`src/rtl/debounce_pkg.sv`:
```
// Shared state encoding and counter sizing helper for the debounce_pulse block.
package debounce_pkg;

  typedef enum logic [1:0] {
    IDLE         = 2'd0,
    PRESS_WAIT   = 2'd1,
    PRESSED      = 2'd2,
    RELEASE_WAIT = 2'd3
  } state_t;

  // Bits needed to hold values 0..max_val inclusive (at least 1).
  function automatic int cnt_width(input int max_val);
    return (max_val < 1) ? 1 : $clog2(max_val + 1);
  endfunction

endpackage

```
`src/rtl/debounce_pulse_sync.sv`:
```
// btn_sync: SYNC_STAGES-deep flop chain bringing the raw button into the clk domain.
module btn_sync #(
  parameter int STAGES = 2
) (
  input  logic clk,
  input  logic syn_reset,
  input  logic d,
  output logic q
);

  logic [STAGES-1:0] sync_reg;
  logic [STAGES-1:0] sync_next;

  assign sync_next[0] = d;

  generate
    for (genvar gi = 1; gi < STAGES; gi++) begin : g_stage
      assign sync_next[gi] = sync_reg[gi-1];
    end
  endgenerate

  always_ff @(posedge clk) begin
    if (syn_reset) begin
      sync_reg <= '0;
    end else begin
      sync_reg <= sync_next;
    end
  end

  assign q = sync_reg[STAGES-1];

endmodule

```
`src/rtl/debounce_pulse.sv`:
```
// Push-button conditioner: synchroniser, debounce FSM and one-cycle press pulse on ena.
// Optional auto-repeat pulses while held are enabled by defining DEBOUNCE_AUTO_REPEAT_EN.
module debounce_pulse
  import debounce_pkg::*;
#(
  parameter int SYNC_STAGES     = 2,
  parameter int DEBOUNCE_CYCLES = 1000,
  parameter int REPEAT_DELAY    = 500,
  parameter int REPEAT_PERIOD   = 100
) (
  input  logic clk,
  input  logic syn_reset,
  input  logic btn_in,
  output logic btn_level,
  output logic ena,
  output logic busy
);

  localparam int            CW      = cnt_width(DEBOUNCE_CYCLES);
  localparam logic [CW-1:0] CNT_MAX = CW'(DEBOUNCE_CYCLES);
  localparam logic [CW-1:0] CNT_ONE = CW'(1);

  generate
    if (SYNC_STAGES < 2 || SYNC_STAGES > 4 || DEBOUNCE_CYCLES < 1 ||
        REPEAT_DELAY < 1 || REPEAT_PERIOD < 1) begin : g_bad_params
      $error("debounce_pulse: illegal parameter value");
    end
  endgenerate

  state_t        state_reg, state_next;
  logic [CW-1:0] count_reg, count_next;
  logic          ena_reg, ena_next;
  logic          s;
  logic          press_edge;
  logic          rep_fire;

  btn_sync #(.STAGES(SYNC_STAGES)) u_sync (
    .clk       (clk),
    .syn_reset (syn_reset),
    .d         (btn_in),
    .q         (s)
  );

  always_comb begin
    state_next = state_reg;
    count_next = count_reg;
    press_edge = 1'b0;
    case (state_reg)
      IDLE: begin
        count_next = '0;
        if (s) begin
          state_next = PRESS_WAIT;
          count_next = CNT_ONE;
        end
      end
      PRESS_WAIT: begin
        if (!s) begin
          state_next = IDLE;
          count_next = '0;
        end else if (count_reg == CNT_MAX) begin
          state_next = PRESSED;
          count_next = '0;
          press_edge = 1'b1;
        end else begin
          count_next = count_reg + CNT_ONE;
        end
      end
      PRESSED: begin
        if (!s) begin
          state_next = RELEASE_WAIT;
          count_next = CNT_ONE;
        end
      end
      RELEASE_WAIT: begin
        if (s) begin
          state_next = PRESSED;
          count_next = '0;
        end else if (count_reg == CNT_MAX) begin
          state_next = IDLE;
          count_next = '0;
        end else begin
          count_next = count_reg + CNT_ONE;
        end
      end
      default: begin
        state_next = IDLE;
        count_next = '0;
      end
    endcase
  end

`ifdef DEBOUNCE_AUTO_REPEAT_EN
  localparam int             RPW       = cnt_width((REPEAT_DELAY > REPEAT_PERIOD) ?
                                                   REPEAT_DELAY : REPEAT_PERIOD);
  localparam logic [RPW-1:0] REP_FIRST = RPW'(REPEAT_DELAY - 1);
  localparam logic [RPW-1:0] REP_NEXT  = RPW'(REPEAT_PERIOD - 1);

  logic [RPW-1:0] rep_cnt_reg, rep_cnt_next;
  logic           rep_first_reg, rep_first_next;

  // Counts cycles spent in PRESSED only, so RELEASE_WAIT freezes it.
  always_comb begin
    rep_cnt_next   = rep_cnt_reg;
    rep_first_next = rep_first_reg;
    rep_fire       = 1'b0;
    if (state_reg == IDLE) begin
      rep_cnt_next   = '0;
      rep_first_next = 1'b1;
    end else if (state_reg == PRESSED) begin
      if (rep_cnt_reg == (rep_first_reg ? REP_FIRST : REP_NEXT)) begin
        rep_fire       = 1'b1;
        rep_cnt_next   = '0;
        rep_first_next = 1'b0;
      end else begin
        rep_cnt_next = rep_cnt_reg + RPW'(1);
      end
    end
  end

  always_ff @(posedge clk) begin
    if (syn_reset) begin
      rep_cnt_reg   <= '0;
      rep_first_reg <= 1'b1;
    end else begin
      rep_cnt_reg   <= rep_cnt_next;
      rep_first_reg <= rep_first_next;
    end
  end
`else
  assign rep_fire = 1'b0;
`endif

  assign ena_next = press_edge | rep_fire;

  always_ff @(posedge clk) begin
    if (syn_reset) begin
      state_reg <= IDLE;
      count_reg <= '0;
      ena_reg   <= 1'b0;
    end else begin
      state_reg <= state_next;
      count_reg <= count_next;
      ena_reg   <= ena_next;
    end
  end

  assign btn_level = (state_reg == PRESSED) || (state_reg == RELEASE_WAIT);
  assign busy      = (state_reg == PRESS_WAIT) || (state_reg == RELEASE_WAIT);
  assign ena       = ena_reg;

endmodule
```
`config.mk`:
```
export PLATFORM = sky130hd
export DESIGN_NAME = debounce_pulse
export DESIGN_NICKNAME = d
export VERILOG_FILES = /design/src/rtl/debounce_pkg.sv /design/src/rtl/debounce_pulse_sync.sv /design/src/rtl/debounce_pulse.sv
export SDC_FILE = /design/constraint.sdc
export NUM_CORES = 1
export LEC_CHECK = 0
export CORE_MARGIN = 2
export CORE_UTILIZATION = 53
export DETAILED_ROUTE_END_ITERATION = 16
export PLACE_DENSITY = 0.83
export SLEW_MARGIN = 5
export SYNTH_ARGS = -nofsm -noshare
export SYNTH_HDL_FRONTEND = slang
export SYNTH_SLANG_ARGS = --single-unit
```
`constraint.sdc`:
```
create_clock -name clk -period 2 [get_ports clk]
set_clock_uncertainty 0.05 [all_clocks]
set_input_delay 0.4 -clock clk [delete_from_list [all_inputs] [get_ports clk]]
set_output_delay 0.4 -clock clk [all_outputs]
set_load 0.03 [all_outputs]
```
# Word-level counts from Yosys, hierarchy flattened
# Cells that the tools add are included.
[word_totals]
register_bits = 15
inputBits = 3
out_inout_bits = 3
[op_classes]
addsub = 1
n_eq_ne = 8
n_mux = 14
n_bitwise = 2
reduce_logical = 5
[op_table]
columns = ["cell", "n"]
rows = [
  ["10-bit two-way mux", 4],
  ["10-bit one-hot mux with 4 select lines", 1],
  ["2-bit two-way mux", 6],
  ["10-bit by 1-bit adder with 10-bit output (second input constant)", 1],
  ["10-bit == test (second input constant)", 1],
  ["2-bit one-hot mux with 4 select lines", 1],
  ["2-bit == test (second input constant)", 2],
  ["4-bit AND reduction", 1],
  ["3-bit by 2-bit != test with 1-bit output (second input constant)", 1],
  ["3-bit != test (second input constant)", 1],
  ["3-bit OR reduction", 1],
  ["2-bit by 1-bit == test with 1-bit output (second input constant)", 1],
  ["2-bit logical NOT", 1],
  ["1-bit logical OR", 2],
  ["1-bit two-way mux", 2],
  ["2-bit by 1-bit != test with 1-bit output (second input constant)", 1],
  ["2-bit != test (second input constant)", 1],
  ["1-bit inverter", 2],
]

# Depth between registers and ports, before layout
[logic_depth]
word_depth = 4
mapped_depth = 6

# Cells and area by module
# From an unflattened synthesis, not the netlist that was laid out.
[unflattened]
hier_cells = 80
area_unflattened_um2 = 716.9
[by_module_without_submodules]
columns = ["mod", "n_inst", "cells_each", "area_per_inst_um2", "seq_area_each_um2"]
rows = [
  ["debounce_pulse", 1, 76, 664.4, 260.2],
  ["btn_sync", 1, 4, 52.6, 40.0],
]

# Least setup slack after synthesis
# No wires, ideal clock.
[synth_timing]
path_type = "register to register"
startpoint = "register count_reg[0]"
endpoint = "register count_reg[8]"
setup_ns = 0.115
arrival_ns = 1.321
t_required_ns = 1.835
setup_slack_ns = 0.515
path_stages_with_launch = 7
synth_period_minus_slack_ns = 1.485
path_cell_list = "dfxtp_1 inv_1 ha_1 nand4b_1 o311ai_1 a31oi_1 and2_1"
[synth_between]
elab_chain_len = 4
elab_cells_between_ends = 6
[synth_rtl]
columns = ["item", "line", "text"]
rows = [
  ["from (decl)", "debounce_pulse.sv:31", "logic [CW-1:0] count_reg, count_next;"],
  ["from (signal assigned)", "debounce_pulse.sv:142", "count_reg <= count_next;"],
  ["10-bit by 1-bit adder with 10-bit output or 10-bit == test (tied branches)", "n/a", ""],
  ["10-bit two-way mux *", "debounce_pulse.sv:60, debounce_pulse.sv:78", ""],
  ["10-bit two-way mux, on equally long branches", "debounce_pulse.sv:75, debounce_pulse.sv:57", ""],
  ["10-bit one-hot mux with 4 select lines *", "debounce_pulse.sv:48", "case (state_reg)"],
]
# Every way passes the cells marked *; elsewhere a longest branch is shown, timed or not.
# A chain may end at the register's enable or synchronous reset.

# Final worst setup path
[layout_timing]
startpoint = "register state_reg[0]"
endpoint = "output busy"
[layout_between]
elab_chain_len = 2
elab_cells_between_ends = 3
[layout_rtl]
columns = ["item", "line", "text"]
rows = [
  ["from (decl)", "debounce_pulse.sv:30", "state_t state_reg, state_next;"],
  ["from (signal assigned)", "debounce_pulse.sv:141", "state_reg <= state_next;"],
  ["2-bit by 1-bit == test with 1-bit output or 2-bit == test (tied branches)", "debounce_pulse.sv:148", "assign busy = (state_reg == PRESS_WAIT) || (state_reg == RELEASE_WAIT);"],
  ["1-bit logical OR *", "debounce_pulse.sv:148", ""],
  ["to (decl)", "debounce_pulse.sv:16", "output logic busy"],
]
# Marks and branches as above.

==> run_results.csv <==
group,metric,value,unit
synth,synth-edff-count,0,
setup_path,worst-path-buf-inv,1,
clock_tree,clockBufferDepth,2,
sta,slew_viol_final,0,
setup_path,critical_path.max_fanout,6,
pwr,p_leak,0.000328,uW
place,place_inst,96,
setup_path,crit_chain,"clkdlybuf4s50_1",
clock_tree,clk_pin_slew,80,ps
sta,clock.fmax,0.543,GHz
detailed_routing,vias,579,
clock_tree,cts_root_buffer,"clkbuf_4",
pwr,ir_worst_vdd,0.540,mV
final_layout,fin_nets,91,
final_layout,final_cell_area,811,sq um
floorplan,ioPinCount,6,
status,outcome,"completed",
place,io_buffers,5,
detailed_routing,totalWireLength,1270,um
setup_path,critPathLaunchType,"register",
synth,syn_inst,80,
sta,rsz0062_at_grt,"no",
grt,grt_max_degree,10,
final_layout,syn_to_final_growth,11.5,%
synth,yosys.area_share.adder,3.44,%
final_layout,fin_cells,100,
floorplan,placementRows,13,
job,cap_violations,0,
clock_tree,clk_latency,280,ps
synth,syn_nets,85,
sta,hold_viol_final,0,
grt,grt_pass1_vias,502,
place,gp_congestion,0.801,
synth,syn_avg_cell_area,9.09,sq um
grt,grt_use_total,19.8,%
final_layout,layout-drive-gt1-share,7.06,%
grt,grt_antenna_before_repair,0,
clock_tree,cts_num_sinks,15,
detailed_routing,drtIter0Drc,14,
setup_path,criticalPathCategory,"reg2out",
setup_path,worst_ep_arrival_time,1390,ps
floorplan,chipHeight,41.0,um
synth,muxShareOfSynthArea,1.38,%
sta,worst_pin_slew,473,ps
synth,synth_compound_area_share,8.78,%
place,dpl_cell_area,782,sq um
sta,tns,0,ps
pwr,p_total,487,uW
final_layout,largest_register_ffs,10,
floorplan,die_width,41.0,um
synth,seq_area_frac_synth,41.3,%
grt,grt.overflow.total,0,
synth,synth_cell_type_count,29,
sta,worst_slack,157,ps
sta,finalCriticalPeriod,1840,ps
synth,ys.flop_type,"dfxtp_1",
synth,synth_xor_area_share,9.64,%
sta,setup_viol,0,
final_layout,fillers,123,
floorplan,dieArea,1680,sq um
grt,grt_pass1_wl,2110,um
setup_path,crit_required,1550,ps
setup_path,critPathTopFamily,"buffers and inverters",
clock_tree,cts_setup_buffers,0,
synth,synth_top_family_by_area,"simple AND/OR/NAND/NOR gates",
detailed_routing,drtAntennaViolNets,0,
setup_path,crit_path_max_incr_delay,700,ps
synth,netlist_area,727,sq um
synth,synth-simple-area-share,31.0,%
clock_tree,htreeDepth,1,
synth,synth_warnings,0,
hold_path,min_path_type,"reg2reg",
floorplan,fp.coreArea,1280,sq um
clock_tree,cts_made_buffers,3,
detailed_routing,drc,0,
synth,ys_async_sr_fraction,0,%
floorplan,start_util,56.6,%
place,dp_hpwl,946,um
detailed_routing,routed_via_density,5.79,
detailed_routing,wl_per_cell,12.7,um
setup_path,cpMaxStageDelayCell,"clkdlybuf4s50_1",
synth,ys_ff_latch,15,
sta,post-route-period-util,92.1,%
pwr,p_per_area,601,nW/um^2
sta,relSlewSlack,68.3,%
clock_tree,cts_tree,"done",
detailed_routing,drtPass1Iterations,4,
setup_path,worstSetupEndpointType,"output pin",
final_layout,diodes,0,
place,dp_slack,283,ps
-- metal layers --
layer / wire [um] / vias up / part of all wire [%] / track usage (%)
met5: 0 / - / 0 / 0
met3: 36 / 4 / 2.8 / 3.26
met4: 25 / 0 / 2.0 / 12.5
li1: - / 287 / - / -
met2: 600 / 13 / 47 / 31.6
met1: 605 / 275 / 48 / 24.2
-- cell usage in the layout (no fill, tap or decap), types with 2 or more instances in the layout --
| cell type | count |
|---|---|
| dfxtp_1 | 15 |
| and2_1 | 7 |
| xnor2_1 | 5 |
| nor2_1 | 5 |
| nor2b_1 | 4 |
| nand2_1 | 4 |
| clkdlybuf4s50_1 | 4 |
| inv_1 | 3 |
| a21oi_1 | 3 |
| nor3_1 | 3 |
| xor2_1 | 3 |
| clkbuf_4 | 3 |
| and3b_1 | 2 |
| nor4_1 | 2 |
| and3_1 | 2 |
| nand4_1 | 2 |
| o311ai_1 | 2 |
| ha_1 | 2 |
-- logic make-up after synthesis --
logic type / Yosys count
buf+inv: 8
simple gates: 37
fa+ha+maj: 2
xor+xnor: 8
flops: 15
mux: 1
compound gates: 9
-- where the power goes --
part / switching [uW] / internal (uW)
Clock: 88.4 / 77.4
Combinational: 7.54 / 9.35
Sequential: 3.30 / 301
Total: 99.3 / 388
-- final cells by class --
class	instances	area, sq um	share of cell area, %
multi-input cells	57	394	48.6
flip-flops and latches	15	300	37.0
repair buffers	6	60.1	7.41
clock buffers	4	26.3	3.24
well taps	15	18.8	2.31
inverters	3	11.3	1.39
-- timing repair --
item / in CTS / in global routing
gates resized for setup: 0 / 1
hold buffers: 0 / 0
endpoints found under the setup margin: 0 / 1
-- cells in the mapped netlist (2+ instances only) --
| master | number | area (sq um) |
|---|---|---|
| a21oi_1 | 3 | 15.0 |
| and2_1 | 7 | 43.8 |
| and3_1 | 2 | 12.5 |
| and3b_1 | 2 | 17.5 |
| buf_2 | 2 | 10.0 |
| clkbuf_1 | 3 | 11.3 |
| dfxtp_1 | 15 | 300 |
| ha_1 | 2 | 25.0 |
| inv_1 | 3 | 11.3 |
| nand2_1 | 4 | 15.0 |
| nand4_1 | 2 | 12.5 |
| nor2_1 | 5 | 18.8 |
| nor2b_1 | 4 | 25.0 |
| nor3_1 | 3 | 15.0 |
| nor4_1 | 2 | 12.5 |
| o311ai_1 | 2 | 17.5 |
| xnor2_1 | 5 | 43.8 |
| xor2_1 | 3 | 26.3 |
-- stage by stage --
stage	utilization [%]	hold WS, ps
after detailed placement	60.9	379
after floorplan	-	364
after global placement	60.9	367
final	63.1	392
after CTS	62.9	399
after global routing	63.1	411
-- final timing paths --
kind         slack, ps                          start                       endpoint  cells after the start
max                160      state_reg[0]$_SDFFE_PP0P_                           busy                      1
min                390  u_sync.sync_reg[0]$_SDFF_PP0_  u_sync.sync_reg[1]$_SDFF_PP0_                      1
max reg2reg        240      count_reg[0]$_SDFFE_PP0P_      count_reg[8]$_SDFFE_PP0P_                      6
min reg2reg        390  u_sync.sync_reg[0]$_SDFF_PP0_  u_sync.sync_reg[1]$_SDFF_PP0_                      1
Note: power is estimated with default switching activity, not from simulation.
